## config.mk

```make
export PLATFORM = sky130hd
export DESIGN_NAME = shift_register_param
export DESIGN_NICKNAME = d
export VERILOG_FILES = /design/src/rtl/shift_register_param_pkg.sv /design/src/rtl/shift_stage.sv /design/src/rtl/shift_register_param.sv
export SDC_FILE = /design/constraint.sdc
export NUM_CORES = 1
export LEC_CHECK = 0
export BUFFER_PORTS_ARGS = -buffer_cell sky130_fd_sc_hd__buf_2
export CELL_PAD_IN_SITES_DETAIL_PLACEMENT = 1
export CELL_PAD_IN_SITES_GLOBAL_PLACEMENT = 1
export CORE_AREA = 3 3 57 59
export CTS_CLUSTER_SIZE = 12
export DETAILED_ROUTE_END_ITERATION = 10
export DIE_AREA = 0 0 60 62
export PLACE_DENSITY_LB_ADDON = 0.1
export SYNTH_ARGS = -nofsm -noshare
export SYNTH_HDL_FRONTEND = slang
export SYNTH_SLANG_ARGS = --single-unit
```

## constraint.sdc

```tcl
create_clock -name clk -period 2 [get_ports clk]
set_input_delay 0.1 -clock clk [delete_from_list [all_inputs] [get_ports clk]]
set_output_delay 0.1 -clock clk [all_outputs]
set_load 0.005 [all_outputs]
```

## src/rtl/shift_register_param_pkg.sv

```systemverilog
// shift_register_param_pkg: mode encoding and per-stage next-value select shared by the shift register.
package shift_register_param_pkg;
    typedef logic [2:0] mode_t;
    localparam mode_t HOLD     = 3'd0;
    localparam mode_t SHIFT_UP = 3'd1;
    localparam mode_t SHIFT_DN = 3'd2;
    localparam mode_t ROT_UP   = 3'd3;
    localparam mode_t ROT_DN   = 3'd4;
    localparam mode_t LOAD     = 3'd5;
    localparam mode_t CLEAR    = 3'd6;
    typedef enum logic [2:0] {SEL_HOLD, SEL_LO, SEL_HI, SEL_PAR, SEL_ZERO} sel_t;
    // Shift and rotate share a select; only the end-stage feed differs.
    function automatic sel_t stage_sel(input logic en, input mode_t mode);
        return !en ? SEL_HOLD :
               (mode == SHIFT_UP || mode == ROT_UP) ? SEL_LO :
               (mode == SHIFT_DN || mode == ROT_DN) ? SEL_HI :
               (mode == LOAD) ? SEL_PAR :
               (mode == CLEAR) ? SEL_ZERO : SEL_HOLD;
    endfunction
endpackage

```

## src/rtl/shift_stage.sv

```systemverilog
// shift_stage: one WIDTH-bit stage choosing hold, lower/upper neighbour, parallel input or zero.
module shift_stage
    import shift_register_param_pkg::*;
#(
    parameter int WIDTH = 1
) (
    input  logic             clk,
    input  logic             reset,
    input  sel_t             i_sel,
    input  logic [WIDTH-1:0] i_lo,
    input  logic [WIDTH-1:0] i_hi,
    input  logic [WIDTH-1:0] i_par,
    output logic [WIDTH-1:0] o_q
);
    logic [WIDTH-1:0] r_q;
    logic [WIDTH-1:0] w_next;
    always_comb begin
        w_next = (i_sel == SEL_LO)   ? i_lo :
                 (i_sel == SEL_HI)   ? i_hi :
                 (i_sel == SEL_PAR)  ? i_par :
                 (i_sel == SEL_ZERO) ? '0 : r_q;
    end
    always_ff @(posedge clk) begin
        if (reset) r_q <= '0;
        else       r_q <= w_next;
    end
    assign o_q = r_q;
endmodule

```

## src/rtl/shift_register_param.sv

```systemverilog
// shift_register_param: bidirectional WIDTH x DEPTH shift register with load, rotate, clear and fill tracking.
module shift_register_param
    import shift_register_param_pkg::*;
#(
    parameter int WIDTH = 1,
    parameter int DEPTH = 8
) (
    input  logic                       clk,
    input  logic                       reset,
    input  logic                       en,
    input  logic [2:0]                 mode,
    input  logic [WIDTH-1:0]           ser_in_up,
    input  logic [WIDTH-1:0]           ser_in_dn,
    input  logic [DEPTH*WIDTH-1:0]     par_in,
    output logic [WIDTH-1:0]           ser_out_up,
    output logic [WIDTH-1:0]           ser_out_dn,
    output logic [DEPTH*WIDTH-1:0]     par_out,
    output logic [$clog2(DEPTH+1)-1:0] fill_count,
    output logic                       full
);
    localparam int CW = $clog2(DEPTH+1);
    localparam logic [CW-1:0] FULL_CNT = CW'(DEPTH);
    sel_t             w_sel;
    logic [WIDTH-1:0] w_q [DEPTH];
    logic [CW-1:0]    r_fill;
    logic [CW-1:0]    w_fill_next;
    assign w_sel = stage_sel(en, mode);
    // Index g holds stage g+1; end stages take the serial input or the wrap tap.
    for (genvar g = 0; g < DEPTH; g++) begin : g_stage
        logic [WIDTH-1:0] w_lo;
        logic [WIDTH-1:0] w_hi;
        if (g == 0) begin : g_first
            assign w_lo = (mode == ROT_UP) ? w_q[DEPTH-1] : ser_in_up;
        end else begin : g_lo
            assign w_lo = w_q[g-1];
        end
        if (g == DEPTH-1) begin : g_last
            assign w_hi = (mode == ROT_DN) ? w_q[0] : ser_in_dn;
        end else begin : g_hi
            assign w_hi = w_q[g+1];
        end
        shift_stage #(.WIDTH(WIDTH)) u_stage (
            .clk   (clk),
            .reset (reset),
            .i_sel (w_sel),
            .i_lo  (w_lo),
            .i_hi  (w_hi),
            .i_par (par_in[(g+1)*WIDTH-1 -: WIDTH]),
            .o_q   (w_q[g])
        );
        assign par_out[(g+1)*WIDTH-1 -: WIDTH] = w_q[g];
    end
    always_comb begin
        w_fill_next = (mode == SHIFT_UP || mode == SHIFT_DN) ?
                          ((r_fill == FULL_CNT) ? r_fill : r_fill + 1'b1) :
                      (mode == LOAD)  ? FULL_CNT :
                      (mode == CLEAR) ? '0 : r_fill;
    end
    always_ff @(posedge clk) begin
        if (reset)   r_fill <= '0;
        else if (en) r_fill <= w_fill_next;
    end
    assign ser_out_up = w_q[DEPTH-1];
    assign ser_out_dn = w_q[0];
    assign fill_count = r_fill;
    assign full       = (r_fill == FULL_CNT);
endmodule

```

; ---- Word level (Yosys, flattened, before mapping)
; Index checks and enable logic that the tools add are counted.
[word_totals]
regBits = 12
latch_bits = 0
mem_bits_rw = 0
rom_bits = 0
input_bits = 16
out_inout_bits = 15
word_cells = 64
mem_count = 0
[op_classes]
n_addsub = 1
n_mul = 0
div_mod_pow = 0
order_cmp = 0
eq_ne = 12
shift = 0
muxes = 36
bitwise_logic = 0
n_reduce_logical = 6
[op_table]
columns = op, n
row1 = 1-bit two-way mux, 27
row2 = 4-bit two-way mux, 4
row3 = 3-bit two-way mux, 5
row4 = "3-bit by 2-bit == test with 1-bit output, second input constant", 4
row5 = "3-bit == test, second input constant", 4
row6 = "3-bit by 1-bit == test with 1-bit output, second input constant", 2
row7 = "4-bit by 1-bit adder with 4-bit output, second input constant", 1
row8 = "4-bit == test, second input constant", 1
row9 = 4-bit nonzero test, 1
row10 = 1-bit logical OR, 3
row11 = 3-bit AND reduction, 1
row12 = 3-bit nonzero test, 1
row13 = "2-bit != test, second input constant", 1

; ---- Logic depth before layout (Yosys ltp)
[depth]
ltp_word = 11
ltp_mapped = 5
depth_no_buf = 5

; ---- Hierarchy
; From an unflattened synthesis, not the netlist that was laid out.
[unflattened]
hier_cells = 119
area_unflattened_um2 = 1091.0
[modules_own_cells]
columns = mod, instances, cells_each, area_per_inst_um2, seq_area_each_um2
row1 = shift_stage, 8, 8, 83.8, 20.0
row2 = shift_register_param, 1, 55, 420.4, 80.1

; ---- Worst setup path before layout
; No wires, ideal clock.
[synth_path]
path_kind = reg-to-reg
startpoint = register r_fill[0], in the netlist fill_count[0]
endpoint = register r_fill[2], in the netlist fill_count[2]
setup_time_ns = 0.069
arrival_time_ns = 1.452
required_time_ns = 1.931
path_slack_ns = 0.479
stages_incl_launch_ff = 6
path_buffers = 0
synth_period_minus_slack_ns = 1.521
path_cell_list = dfxtp_1 > inv_1 > ha_1 > and3b_1 > or4_1 > o21ai_1
[synth_between]
elab_chain_len = 3
elab_cells_between_ends = 6
classes_between = 1 x add/sub / 2 x eq/ne / 2 x mux / 1 x reduce/logical
[synth_rtl]
columns = item, line
row1 = start: declaration, shift_register_param.sv:25  ; logic [CW-1:0] r_fill;
row2 = start signal: assignment, shift_register_param.sv:61  ; else if (en) r_fill <= w_fill_next;
row3 = 4-bit == test, --
row4 = via full, shift_register_param.sv:19  ; output logic full
row5 = 2-bit != test (no source line), --
row6 = 3-bit AND reduction (no source line), --
; The timed path passes the listed nets, and every way through them passes these cells. The select of a mux whose other input is x is not followed.
; A chain may end at the register's enable or synchronous reset.

; ---- Worst setup path in the final report
[layout_path]
startpoint = register r_fill[0], in the netlist fill_count[0]
endpoint = register r_fill[2], in the netlist fill_count[2]
[layout_between]
elab_chain_len = 3
elab_cells_between_ends = 6
classes_between = 1 x add/sub / 2 x eq/ne / 2 x mux / 1 x reduce/logical
[layout_rtl]
columns = item, line
row1 = 4-bit by 1-bit adder with 4-bit output / 4-bit == test (equally long branches), shift_register_param.sv:55  ; ((r_fill == FULL_CNT) ? r_fill : r_fill + 1'b1) :
row2 = 4-bit two-way mux / 2-bit != test (equally long branches), --
row3 = 4-bit two-way mux / 3-bit AND reduction (equally long branches), --
; Parallel ways exist; a longest one is shown, timed or not. The select of a mux whose other input is x is not followed.

==> summary.md <==
| Metric | Value |
|---|---|
| CTS buffer count | `3` |
| CTS max path bufs | `2` |
| Core Rows | `19` |
| Wire per inst | `17.1 µm` |
| CP Capture Type | `flip-flop` |
| Non-Filler Instances | `165` |
| Mapped Nets | `between 100 and 150` |
| Setup crit start kind | `flip-flop` |
| Clock group share of total power | `26.4%` |
| Async S/R FF share, synth | `0%` |
| Syn Area/Cell | `8.33 µm²` |
| Warnings, synthesis | `0` |
| Via Count | `about 960` |
| Comb pwr share | `27.9%` |
| Switching part of the total power | `32.1%` |
| Net switching power | `0.191 mW` |
| Worst-Margin Slew | `roughly 0.4 ns` |
| Gr usage total | `~16%` |
| Pre-antenna DRT Iters | `4` |
| CTS tree | `yes` |
| Count of different cell masters after synthesis | `40` |
| Synthesis-to-layout area growth | `10.4%` |
| Int Pwr | `between 0.4 and 0.5 mW` |
| Post-layout util | `about 39%` |
| Hold WC Path Type | `in2reg` |
| Antenna Cells | `0` |
| EDFF count, synth | `0` |
| Core Region | `0.00276 mm²` |
| RePlAce Congestion | `0.799` |
| Max-slew violation count | `0` |
| Drt drc | `0` |
| Hold-fix buffers, CTS | `0` |
| Register area share after synthesis | `24.4%` |
| Worst EP required | `~2.2 ns` |
| Maximum fanout along the worst path | `6` |
| Clock Skew | `between 0.0008 and 0.0009 ns` |
| Static Leak | `0.445 nW` |
| Placed instance count | `162` |
| Commonest cells after routing, fill and taps aside | `buf_2, dfxtp_1, nand2_1` |
| Max cap viols | `0` |
| Vias in the first global route | `915` |
| Tmin final | `between 1.5 and 2 ns` |
| R2R setup slack | `0.34 ns` |
| CTS clock-pin slew for the worst setup and hold paths | `0.08 ns` |
| Largest net degree at the start of global routing | `21` |
| IO Pins | `31` |
| Commonest non-fill, non-tap cell in the layout | `buf_2` |
| RSZ-0062 raised after global routing | `no` |
| H-tree depth | `1` |
| Initial antenna violation count | `0` |
| Nets@finish | `154` |
| Crit share post-route | `82.9%` |
| Die width | `about 60 µm` |
| Buffer count from post-CTS setup fixing | `0` |
| Global-route wire length before repair | `4.47 mm` |
| Final Hold Viols | `0` |
| Later-pin clock latency in the skew report | `0.27 ns` |
| Total grt overflow | `0` |
| Fraction of layout cells with a size suffix above 1 | `31.3%` |
| Cells after Synth | `approximately 120` |
| HPWL after DPL | `2.06 mm` |
| Fmax | `603 MHz` |
| Chip height | `62 µm` |
| Initial core utilization | `35.7%` |
| Status | `completed` |
| DR iter-0 viols | `39` |
| Port-buffer cells | `30` |
| Fill count | `355` |
| Routed Antenna Nets | `0` |
| Sum Neg Setup Slack | `0 ns` |
| Yosys reg bits | `12` |
| Die area | `0.00372 mm²` |
| CP arrival | `1.86 ns` |
| Critical path type | `reg2reg` |
| Worst slew margin | `74.0%` |
| CTS root buf | `clkbuf_4` |
| Post_cts resized | `0` |
| Drt total wl | `2.82 mm` |
| Sequential Power Share | `45.7%` |
| Post-Synthesis Cell Area | `about 980 µm²` |
| Setup violations, final | `0` |
| Maximum vdd ir drop | `between 0.0002 and 0.0003 V` |
| Via-to-Cell Ratio | `5.80` |
| Ys flop type | `dfxtp_1` |
| Sink Count | `12` |
| PwrDens | `547 mW/mm²` |
==> layout make-up <==
cell class	instances	area (µm²)	share of cell area, %
well taps	31	38.8	3.57
repair buffers	32	165	15.2
flip-flops and latches	12	240	22.1
multi-input cells	83	604	55.6
inverters	4	15.0	1.38
clock buffers	3	22.5	2.07
==> sequential cells by signal, indices dropped and copies added, names as in the netlist <==
signal               cells
g_stage.u_stage.o_q      8
fill_count               4
==> power groups by stage <==
stage               logic, mW  registers [mW]  clock network (mW)
CTS                     0.166           0.272               0.161
global placement        0.164           0.277                   0
detailed placement      0.166           0.277                   0
finish                  0.166           0.271               0.157
global route            0.186           0.275               0.170
floorplan               0.129           0.274                   0
==> Yosys cell counts (2+ instances only) <==
cell	n	share of area, %
and3b_1	2	1.8
a311oi_1	8	7.1
a31oi_1	7	4.5
a32o_1	6	6.1
nand2_1	10	3.8
buf_4	11	8.4
nor2_1	4	1.5
a21bo_2	5	5.1
clkbuf_1	4	1.5
or4_1	2	1.5
ha_1	2	2.5
o211ai_1	2	1.5
inv_1	4	1.5
nand2b_1	7	4.5
nand3b_1	3	2.3
a21oi_1	4	2.0
nand3_1	2	1.0
buf_2	2	1.0
dfxtp_1	12	24
==> final timing paths <==
path,start,to,cells after the start
worst max-delay path,fill_count[0]$_SDFFE_PP0P_,fill_count[2]$_SDFFE_PP0P_,5
worst min-delay path,par_in[4],g_stage[4].u_stage.o_q$_SDFFE_PP0P_,3
worst max register to register,fill_count[0]$_SDFFE_PP0P_,fill_count[2]$_SDFFE_PP0P_,5
worst min register to register,g_stage[1].u_stage.o_q$_SDFFE_PP0P_,g_stage[0].u_stage.o_q$_SDFFE_PP0P_,2
==> cell families (layout without fill, tap and decap cells) <==
| logic type | after synthesis | after routing | share of synthesized area, % |
|---|---|---|---|
| compound gates | 42 | 42 | 34.5 |
| buf+inv | 23 | 39 | 14.1 |
| flops | 12 | 12 | 24.4 |
| xor+xnor | 2 | 2 | 2.55 |
| fa+ha+maj | 2 | 2 | 2.54 |
| simple gates | 37 | 37 | 21.9 |
==> worst max-delay path: stages, from the launching register on <==
cell and delay [ns]:
dfxtp_1 0.42, inv_1 0.08, ha_1 0.20, and3b_1 0.17
or4_1 0.54, o21ai_1 0.18
==> metal layers <==
metal | vias up | wire length [µm] | GRT usage, %
li1 | 481 | - | -
met1 | 455 | 1390 | 21.5
met2 | 19 | 1290 | 25.6
met3 | 2 | 117 | 3.93
met4 | 0 | 16 | 4.75
met5 | - | 0 | 0
==> through the flow <==
stage	setup WS, ns	area [µm²]	hold slack, ns	total power, mW
global route	0.229	1090	0.0906	0.630
global placement	0.446	1060	0.369	0.441
CTS	0.352	1090	0.0852	0.599
floorplan	0.479	983	0.264	0.403
detailed placement	0.374	1060	0.379	0.443
finish	0.342	1090	0.0865	0.594
Note: power is estimated with default switching activity, not from simulation.
